`src/rtl/fd_n_pkg.sv`:
```
// +--------------------------------------------------------------------------+
// | fd_n_pkg : shared types and constants for the FD_N divider controller.   |
// | Revision : 1.0                                                           |
// +--------------------------------------------------------------------------+
`default_nettype none

package fd_n_pkg;

  localparam int FD_N_W      = 4;
  localparam int FD_N_MIN    = 2;
  localparam int FD_SETTLE_W = 8;

  typedef enum logic [1:0] {
    RUN    = 2'd0,
    PEND   = 2'd1,
    SETTLE = 2'd2
  } fd_ctrl_state_t;

  // Ratios below the minimum would make the divider output degenerate.
  function automatic logic [FD_N_W-1:0] fd_n_clamp(input logic [FD_N_W-1:0] n);
    return (n < FD_N_W'(FD_N_MIN)) ? FD_N_W'(FD_N_MIN) : n;
  endfunction

endpackage

`default_nettype wire

```
`src/rtl/fd_n_ctrl_if.sv`:
```
// +--------------------------------------------------------------------------+
// | fd_n_ctrl_if : valid/ready ratio-change request channel.                  |
// | Revision : 1.0                                                           |
// +--------------------------------------------------------------------------+
`default_nettype none

interface fd_n_ctrl_if;
  import fd_n_pkg::*;

  logic              n_req_valid;
  logic [FD_N_W-1:0] n_req_val;
  logic              n_req_ready;

  modport master (output n_req_valid, output n_req_val, input n_req_ready);
  modport slave  (input n_req_valid, input n_req_val, output n_req_ready);

endinterface

`default_nettype wire

```
`src/rtl/fd_n_modcnt.sv`:
```
// +--------------------------------------------------------------------------+
// | fd_n_modcnt : 1..N modulus counter with synchronous load-to-1 and wrap.  |
// | Revision : 1.0                                                           |
// +--------------------------------------------------------------------------+
`default_nettype none

module fd_n_modcnt
  import fd_n_pkg::*;
(
  input  logic              clk_out,
  input  logic              rst_n,
  input  logic [FD_N_W-1:0] n_cur,
  input  logic              load,
  output logic [FD_N_W-1:0] n_counter,
  output logic              wrap
);

  logic [FD_N_W-1:0] r_cnt;

  always_ff @(posedge clk_out or negedge rst_n) begin
    if (!rst_n) begin
      r_cnt <= FD_N_W'(1);
    end else if (load || wrap) begin
      r_cnt <= FD_N_W'(1);
    end else begin
      r_cnt <= r_cnt + FD_N_W'(1);
    end
  end

  assign wrap      = (r_cnt == n_cur);
  assign n_counter = r_cnt;

endmodule

`default_nettype wire

```
`src/rtl/fd_n_ctrl.sv`:
```
// +--------------------------------------------------------------------------+
// | fd_n_ctrl : N-divider sequencing controller (ratio apply at wrap, settle |
// |             window). Optional range check: FD_N_CTRL_RANGE_CHK_EN.       |
// | Revision : 1.0                                                           |
// +--------------------------------------------------------------------------+
`default_nettype none

module fd_n_ctrl
  import fd_n_pkg::*;
#(
  parameter logic [FD_N_W-1:0] N_RESET    = 4'd8,
  parameter int                SETTLE_CYC = 8
) (
  input  logic              clk_out,
  input  logic              rst_n,
  fd_n_ctrl_if.slave        req,
  output logic [FD_N_W-1:0] n_cur,
  output logic [FD_N_W-1:0] n_counter,
  output logic              wrap,
  output logic              settled
`ifdef FD_N_CTRL_RANGE_CHK_EN
  ,
  output logic              err
`endif
);

  localparam logic [FD_SETTLE_W-1:0] c_settle_init = FD_SETTLE_W'(SETTLE_CYC - 1);

  fd_ctrl_state_t         r_state,      w_state_nxt;
  logic [FD_N_W-1:0]      r_n_cur,      w_n_cur_nxt;
  logic [FD_N_W-1:0]      r_n_pend,     w_n_pend_nxt;
  logic [FD_SETTLE_W-1:0] r_settle_cnt, w_settle_nxt;
  logic                   w_load;
  logic                   w_ready;

`ifdef FD_N_CTRL_RANGE_CHK_EN
  logic r_err, w_err_nxt;
  logic w_req_bad;
  assign w_req_bad = (req.n_req_val < FD_N_W'(FD_N_MIN));
`endif

  always_ff @(posedge clk_out or negedge rst_n) begin
    if (!rst_n) begin
      r_state      <= RUN;
      r_n_cur      <= N_RESET;
      r_n_pend     <= N_RESET;
      r_settle_cnt <= '0;
`ifdef FD_N_CTRL_RANGE_CHK_EN
      r_err        <= 1'b0;
`endif
    end else begin
      r_state      <= w_state_nxt;
      r_n_cur      <= w_n_cur_nxt;
      r_n_pend     <= w_n_pend_nxt;
      r_settle_cnt <= w_settle_nxt;
`ifdef FD_N_CTRL_RANGE_CHK_EN
      r_err        <= w_err_nxt;
`endif
    end
  end

  always_comb begin
    w_state_nxt  = r_state;
    w_n_cur_nxt  = r_n_cur;
    w_n_pend_nxt = r_n_pend;
    w_settle_nxt = r_settle_cnt;
    w_load       = 1'b0;
`ifdef FD_N_CTRL_RANGE_CHK_EN
    w_err_nxt    = 1'b0;
`endif
    case (r_state)
      RUN: begin
        if (req.n_req_valid && w_ready) begin
`ifdef FD_N_CTRL_RANGE_CHK_EN
          if (w_req_bad) begin
            w_err_nxt = 1'b1;
          end else begin
            w_n_pend_nxt = req.n_req_val;
            w_state_nxt  = PEND;
          end
`else
          w_n_pend_nxt = fd_n_clamp(req.n_req_val);
          w_state_nxt  = PEND;
`endif
        end
      end
      PEND: begin
        // Apply only at a wrap so the divided clock never emits a runt pulse.
        if (wrap) begin
          w_n_cur_nxt  = r_n_pend;
          w_load       = 1'b1;
          w_settle_nxt = c_settle_init;
          w_state_nxt  = SETTLE;
        end
      end
      SETTLE: begin
        if (r_settle_cnt == '0) begin
          w_state_nxt = RUN;
        end else begin
          w_settle_nxt = r_settle_cnt - FD_SETTLE_W'(1);
        end
      end
      default: begin
        w_state_nxt = RUN;
      end
    endcase
  end

  fd_n_modcnt u_modcnt (
    .clk_out   (clk_out),
    .rst_n     (rst_n),
    .n_cur     (r_n_cur),
    .load      (w_load),
    .n_counter (n_counter),
    .wrap      (wrap)
  );

  assign w_ready         = (r_state == RUN);
  assign req.n_req_ready = w_ready;
  assign settled         = w_ready;
  assign n_cur           = r_n_cur;
`ifdef FD_N_CTRL_RANGE_CHK_EN
  assign err             = r_err;
`endif

endmodule

`default_nettype wire

```
`src/flat_wrapper.sv`:
```
// flat-port wrapper written by rule: the top's interface ports become plain ports
module fd_n_ctrl_flat import fd_n_pkg::*;
#(
  parameter logic [FD_N_W-1:0] N_RESET    = 4'd8,
  parameter int                SETTLE_CYC = 8
)
  (clk_out, rst_n, n_cur, n_counter, wrap, settled, req_n_req_valid, req_n_req_val, req_n_req_ready);
  fd_n_ctrl_if req_i ();
  input  logic clk_out;
  input  logic rst_n;
  output logic [FD_N_W-1:0] n_cur;
  output logic [FD_N_W-1:0] n_counter;
  output logic wrap;
  output logic settled;
  input wire logic [$bits(req_i.n_req_valid)-1:0] req_n_req_valid;
  input wire logic [$bits(req_i.n_req_val)-1:0] req_n_req_val;
  output wire logic [$bits(req_i.n_req_ready)-1:0] req_n_req_ready;
  assign req_i.n_req_valid = req_n_req_valid;
  assign req_i.n_req_val = req_n_req_val;
  assign req_n_req_ready = req_i.n_req_ready;
  fd_n_ctrl #(.N_RESET(N_RESET), .SETTLE_CYC(SETTLE_CYC)) u_core (.clk_out(clk_out), .rst_n(rst_n), .req(req_i), .n_cur(n_cur), .n_counter(n_counter), .wrap(wrap), .settled(settled));
endmodule
```
`config.mk`:
```
export PLATFORM = sky130hd
export DESIGN_NAME = fd_n_ctrl_flat
export DESIGN_NICKNAME = d
export VERILOG_FILES = /design/src/rtl/fd_n_pkg.sv /design/src/rtl/fd_n_ctrl_if.sv /design/src/rtl/fd_n_modcnt.sv /design/src/rtl/fd_n_ctrl.sv /design/src/flat_wrapper.sv
export SDC_FILE = /design/constraint.sdc
export NUM_CORES = 1
export LEC_CHECK = 0
export ABC_CLOCK_PERIOD_IN_PS = 2400
export CAP_MARGIN = 20
export CORE_MARGIN = 10
export CORE_UTILIZATION = 48
export DETAILED_ROUTE_END_ITERATION = 7
export GPL_ROUTABILITY_DRIVEN = 0
export PLACE_DENSITY = 0.73
export REMOVE_ABC_BUFFERS = 1
export SLEW_MARGIN = 20
export SYNTH_ARGS = -nofsm -noshare
export SYNTH_HDL_FRONTEND = slang
export SYNTH_SLANG_ARGS = --single-unit
```
`constraint.sdc`:
```
create_clock -name clk_out -period 2.4 [get_ports clk_out]
set_clock_uncertainty 0.05 [all_clocks]
set_input_delay 0.48 -clock clk_out [delete_from_list [all_inputs] [get_ports clk_out]]
set_output_delay 0.48 -clock clk_out [all_outputs]
set_load 0.02 [all_outputs]
```
==> results of run 1 <==
-- worst register-to-register path, stage by stage, from the launching register on --
cell	delay (ps)
dfstp_2	600
xor2_1	110
nor4_4	280
buf_4	190
and3b_1	300
mux2_2	370
-- logic make-up after synthesis --
kind of cell / count (synthesis) / synth area share, %
mux: 9 / 9.193
xor+xnor: 9 / 7.150
fa+ha+maj: 3 / 3.406
buf+inv: 5 / 4.200
simple gates: 34 / 18.73
flops: 22 / 50.28
compound gates: 11 / 7.038
-- power breakdown --
| group | switching (W) | internal [W] | leakage [nW] |
|---|---|---|---|
| Sequential | 0.000176 | 0.000555 | 0.266 |
| Clock | 0.000119 | 0.000169 | 0.0279 |
| Combinational | 0.000438 | 0.000451 | 0.293 |
| Total | 0.000732 | 0.00117 | 0.587 |
-- timing repair --
item | CTS | global route
gates resized for setup | 1 | 0
endpoints found under the setup margin | 1 | 0
endpoints found under the hold margin | 0 | 0
-- metrics by stage --
step           instance area [sq um]  cells  power [W]  setup slack (ps)  hold slack (ps)
3_5_place_dp                    1299    139   0.001645             250.5            419.6
6_report                        1350    143   0.001906             192.3            441.7
5_1_grt                         1350    143   0.002038             100.1            446.0
2_1_floorplan                   1064     90   0.001259             179.7            134.4
3_3_place_gp                    1299    139   0.001607             303.9            416.3
4_1_cts                         1350    143   0.001932             163.6            437.6
-- sequential cells by signal, summed over array words and instances, names as in the netlist --
register,count
u_core.r_n_pend,4
u_core.u_modcnt.n_counter,4
u_core.n_cur,4
u_core.r_settle_cnt,8
u_core.r_state,2
-- metal layers --
layer	track usage (%)	wire, um	vias to the layer above
met3	3.426	106	6
met2	15.58	1003	14
met1	11.55	933	346
met5	0	0	-
met4	6.784	64	0
li1	-	-	366
-- layout by cell type, fill, tap and decap left out, drive strengths merged --
cell and n:
a211o 1, a211oi 2, a21boi 1, a21oi 2, and2b 1, and3b 1, buf 4, bufinv 1
clkbuf 3, clkdlybuf4s50 16, dfrtp 19, dfstp 3, dlygate4sd2 1, ha 3, inv 2, mux2 6
mux2i 3, nand2 5, nand2b 3, nand3 1, nand4bb 1, nor2 11, nor2b 2, nor3 1
nor3b 2, nor4 3, o21ai 3, o31ai 1, o41ai 1, or2 2, or4b 1, xnor2 4
xor2 5
-- area by class of cell --
type,instances,area (sq um)
inverters,2,7.507
repair buffers,21,198.9
well taps,28,35.03
flip-flops and latches,22,554.3
fillers,180,840.8
clock inverters,1,30.03
clock buffers,3,22.52
multi-input cells,66,501.7
-- worst max path at each step --
stage               slack [ps]                          from         endpoint  cells past startpoint
finish                     190  u_core.u_modcnt.n_counter[0]             wrap                      3
global route               100  u_core.u_modcnt.n_counter[0]             wrap                      3
CTS                        160  u_core.u_modcnt.n_counter[0]             wrap                      3
detailed placement         250  u_core.u_modcnt.n_counter[0]             wrap                      3
global placement           300  u_core.u_modcnt.n_counter[0]             wrap                      3
floorplan                  180  u_core.u_modcnt.n_counter[0]  u_core.n_cur[0]                      4
==> reports/results.ini, run 1 <==
[sta]
min_period_ps=2208
slew_viol_final=0
setup_viol=0
final-hold-violation-count=0
clock.fmax_mhz=453.0
rsz0062_at_grt=no
timing.final.crit_share_pct=91.99
tns_ps=0
tightest_slew_ps=469.2
max_slew_margin_pct=68.44

[yosys]
synth_edf_count=0
yosysMostFrequentCell=dfrtp_1
yosys_warnings=0
avgSynthCellArea_sq_um=11.85
synth-main-ff-cell=dfrtp_1
synth_top_area_share_pct=43.13
syn_area_sq_um=1102
synth_commonest_cells=dfrtp_1 (19), nor2_1 (11), mux2_2 (5), nand2_1 (5), xor2_1 (5)
yosysTopAreaCell=dfrtp_1
seq_area_frac_synth_pct=50.28
synthCells=93
synthTopCellsByArea=dfrtp_1 (43%), dfstp_2 (7.2%), mux2_2 (5.1%), xor2_1 (4.0%), nor2_1 (3.7%)
synth-async-reset-ratio_pct=100.0
ys_types=35
yosys_register_bits=22

[routing]
routedWlPerCell_um=14.73
vias=732
detail_route.vias_per_cell=5.119
postRouteAntennaNets=0
drt_iter0_drc=32
wl_um=2107
drc_errors=0
drtPass1Iterations=3

[power_and_ir_drop]
power.leakage_nw=0.5871
power_density_nw_per_um2=1412
peakVddDrop_uv=907.5

[run]
drv_cap=0

[clock_network]
clk_latency_ps=310
hold_buffers=0
clkTransAtPathRegs_ps=130
clkSinkCount=22
cts_tree=yes
post-cts-setup-buffers=0
cts_root_buf=clkbuf_4
htree_levels=1
cts_made_buffers=3
clock_path_buffers=2

[final_layout]
areaGrowthSynthToFinish_pct=22.47
final_nets=126
drive_gt1_share_pct=19.13
diodes=0
fin_util_pct=61.62

[worst_setup_path]
critical_path.top_delay_family=flip-flops
r2r_slack_ps=400
critPathBufInv=1
critPathMaxFanout=5
worst_setup_path_start_kind=register
critPathKind=reg2out
cp.arrival_ps=1680
reg2reg_depth=5
cpMaxStageDelayCell=dfstp_2
required_ps=1870
reg2reg_from=u_core.u_modcnt.n_counter[0]
reg2reg_to=u_core.n_cur[1]
max_stage_delay_ps=600
path_cells=xor2_1, nor4_4, dlygate4sd2_1
cp-end-kind=output pin

[global_route]
grt_pass1_vias=736
antenna_found_initial=0
grt_overflow=0
grt_max_degree=23
groute.usage.overall_pct=10.07
grt_pass1_wl_um=3456

[outcome]
outcome=finished clean

[floorplan]
num_io_pins=18
die_height_um=67.92
dieArea_sq_um=4613
die_w_um=67.92
initial_core_util_pct=50.31
fp.coreArea_sq_um=2191
row_count=17

[placed_design]
hpwl_um=1619
portBuffers=17

[worst_hold_path]
hold_class=in2async

(Power assumes the default switching activity.)
==> run 2, diff against run 1 <==
--- a/config.mk
+++ b/config.mk
@@ -5,12 +5,13 @@
 export SDC_FILE = /design/constraint.sdc
 export NUM_CORES = 1
 export LEC_CHECK = 0
-export ABC_CLOCK_PERIOD_IN_PS = 2400
+export ABC_CLOCK_PERIOD_IN_PS = 1900
 export CAP_MARGIN = 20
 export CORE_MARGIN = 10
-export CORE_UTILIZATION = 48
+export CORE_UTILIZATION = 46
 export DETAILED_ROUTE_END_ITERATION = 7
 export GPL_ROUTABILITY_DRIVEN = 0
+export HOLD_SLACK_MARGIN = 0.06
 export PLACE_DENSITY = 0.73
 export REMOVE_ABC_BUFFERS = 1
 export SLEW_MARGIN = 20
==> constraint.sdc (replaced) <==
create_clock -name clk_out -period 1.9 [get_ports clk_out]
set_clock_uncertainty 0.05 [all_clocks]
set_input_delay 0.38 -clock clk_out [delete_from_list [all_inputs] [get_ports clk_out]]
set_output_delay 0.38 -clock clk_out [all_outputs]
set_load 0.02 [all_outputs]
==> run 2 against run 1 <==
Net effect: power grew 27%; global-route usage grew 0.10 points; die area grew 3.1%; combinational power grew 43%; cell count grew 7.0%; sequential share of layout area shrank 2.1 points; setup slack lost 130 ps; clock-buffer cell count grew 1; clock power shrank 8.7%; wire length grew 0.90%; non-clock buffer count grew 10; critical path type unchanged.
==> reports/results.ini, run 2 (same netlist as run 1, synthesis figures left out) <==
[clock_network]
clkSinkCount=22  ; unchanged
cts_tree=yes  ; unchanged
cts_made_buffers=3  ; unchanged
clock_path_buffers=2  ; unchanged
clkTransAtPathRegs_ps=130  ; about the same
htree_levels=1  ; unchanged
cts_root_buf=clkbuf_4  ; unchanged
clk_latency_ps=310  ; about the same
hold_buffers=0  ; unchanged

[sta]
clock.fmax_mhz=545.4
final-hold-violation-count=0  ; unchanged
tightest_slew_ps=352.9  ; was 469.2 ps
min_period_ps=1834
max_slew_margin_pct=76.26  ; was 68.44%
fin_ws_ps=66.47  ; was 192.3 ps
rsz0062_at_grt=yes  ; was no
tns_ps=0  ; unchanged
setup_viol=0  ; unchanged
timing.final.crit_share_pct=96.50
slew_viol_final=0  ; unchanged

[routing]
routedWlPerCell_um=13.90  ; was 14.73 um
vias=804  ; was 732
detail_route.vias_per_cell=5.255  ; was 5.119
drt_iter0_drc=21  ; was 32
drtPass1Iterations=4  ; was 3
wl_um=2126  ; was 2107 um
drc_errors=0  ; unchanged
postRouteAntennaNets=0  ; unchanged

[worst_setup_path]
r2r_slack_ps=70  ; was 400 ps
critPathKind=reg2out  ; unchanged
reg2reg_depth=6  ; was 5
cp-end-kind=output pin  ; unchanged
worst_setup_path_start_kind=register  ; unchanged
cp.arrival_ps=1400  ; was 1680 ps
cpMaxStageDelayCell=clkdlybuf4s50_1  ; was dfstp_2
path_cells=buf_4, clkdlybuf4s50_1  ; was xor2_1, nor4_4, dlygate4sd2_1
critPathMaxFanout=2  ; was 5
required_ps=1470  ; was 1870 ps
max_stage_delay_ps=600  ; about the same

[final_layout]
final_area_sq_um=1421  ; was 1350 sq um
largest_reg_flops=8  ; unchanged
diodes=0  ; unchanged
final_common_cell=dfrtp_1  ; unchanged
final_nets=136  ; was 126
largest-register=u_core.r_settle_cnt  ; unchanged
mostFrequentLayoutCells=dfrtp_1 (19), buf_4 (15), nor2_1 (11)  ; was dfrtp_1 (19), clkdlybuf4s50_1 (16), nor2_1 (11)
areaGrowthSynthToFinish_pct=28.94  ; was 22.47%
drive_gt1_share_pct=28.80  ; was 19.13%

[placed_design]
dpl_worst_slack_ps=-62.82  ; was 250.5 ps
dpl-instance-area_sq_um=1359  ; was 1299 sq um
portBuffers=17  ; unchanged
hpwl_um=1611  ; was 1619 um

[run]
drv_cap=0  ; unchanged

[global_route]
grt_max_degree=23  ; unchanged
grt_overflow=0  ; unchanged
grt_pass1_vias=834  ; was 736
grt_pass1_wl_um=3712  ; was 3456 um
antenna_found_initial=0  ; unchanged
groute.usage.overall_pct=10.18  ; was 10.07%

[floorplan]
row_count=17  ; unchanged
num_io_pins=18  ; unchanged
die_w_um=68.95  ; was 67.92 um
die_height_um=68.95  ; was 67.92 um
initial_core_util_pct=48.89  ; was 50.31%
fp.coreArea_sq_um=2255  ; was 2191 sq um
dieArea_sq_um=4754  ; was 4613 sq um

[power_and_ir_drop]
internal_power_w=0.001476  ; was 0.001174 W
p_total_w=0.002428  ; was 0.001906 W
p_clk_share_pct=10.8  ; was 15.1%
netSwitchingFraction_pct=39.19  ; was 38.40%
power_density_nw_per_um2=1708  ; was 1412 nW/um^2
pwr-share-comb_pct=52.5  ; was 46.6%
peakVddDrop_uv=1103  ; was 907.5 uV
power.leakage_nw=0.6632  ; was 0.5871 nW
p_seq_share_pct=36.7  ; was 38.3%
power_switching_w=0.0009515  ; was 0.0007321 W

[outcome]
outcome=finished clean  ; unchanged

[worst_hold_path]
hold_class=in2async  ; unchanged

run 2: cell types whose count changed in the layout (fill, tap and decap cells not counted):
cell,delta
dlymetal6s2s_1,+2
xor2_1,-2
and3b_1,-1
a21boi_0,-1
buf_4,+11
dlygate4sd2_1,+5
clkdlybuf4s50_1,-8
xor2_2,+2
and3b_2,+1
bufinv_16,-1
a21boi_1,+1
clkbuf_8,+1
run 2: layout make-up:
type	count	area, sq um
multi-input combinational	66	518.0
tap	28	35.03
sequential	22	554.3
fill	204	833.3
timing repair buffer	31	270.3
clock buffer	4	36.28
inverter	2	7.507
run 2: critical path: cells and delay by family, from the launching register on:
| family | cells | cell delay [ps] |
|---|---|---|
| DFF | 1 | 380 |
| buffers and inverters | 2 | 720 |
run 2: per-stage QoR:
stage	util (%)	instances	hold WS [ps]
after floorplan	-	90	34.41
after global placement	60.27	147	410.6
after detailed placement	60.27	147	415.9
after CTS	62.04	151	337.7
after global routing	63.04	153	358.0
final	63.04	153	339.3
run 2: path summary, 6_finish.rpt:
| path | startpoint | endpoint |
|---|---|---|
| setup reg to reg | u_core.n_cur[3] | u_core.r_settle_cnt[1] |
| hold / removal | rst_n | u_core.r_settle_cnt[0] |
| hold reg to reg | u_core.r_n_pend[0] | u_core.r_n_pend[0] |
| max in group asynchronous | rst_n | u_core.u_modcnt.n_counter[0] |
| setup / recovery | u_core.n_cur[1] | n_cur[1] |
| min in group clk_out | u_core.r_n_pend[0] | u_core.r_n_pend[0] |
run 2: repair_timing:
item	4_1_cts	5_1_grt
setup endpoints to repair	10	8
endpoints found under the hold margin	0	0
pin swaps	0	1
resized for setup	13	4
setup buffers	0	2
run 2: power groups by stage:
stage / Clock, W / Combinational [W] / Sequential [W]
global placement: 0 / 0.00127 / 0.000874
global route: 0.000292 / 0.00140 / 0.000924
finish: 0.000263 / 0.00127 / 0.000890
CTS: 0.000277 / 0.00125 / 0.000891
floorplan: 0 / 0.000606 / 0.000984
detailed placement: 0 / 0.00129 / 0.000888
run 2: per-layer routing:
layer	GRT usage [%]	share of wire [%]	routed length, um
met5	0	0	0
met3	2.254	3.5	75
met1	11.66	42	897
met2	17.01	53	1136
met4	5.911	0.75	16
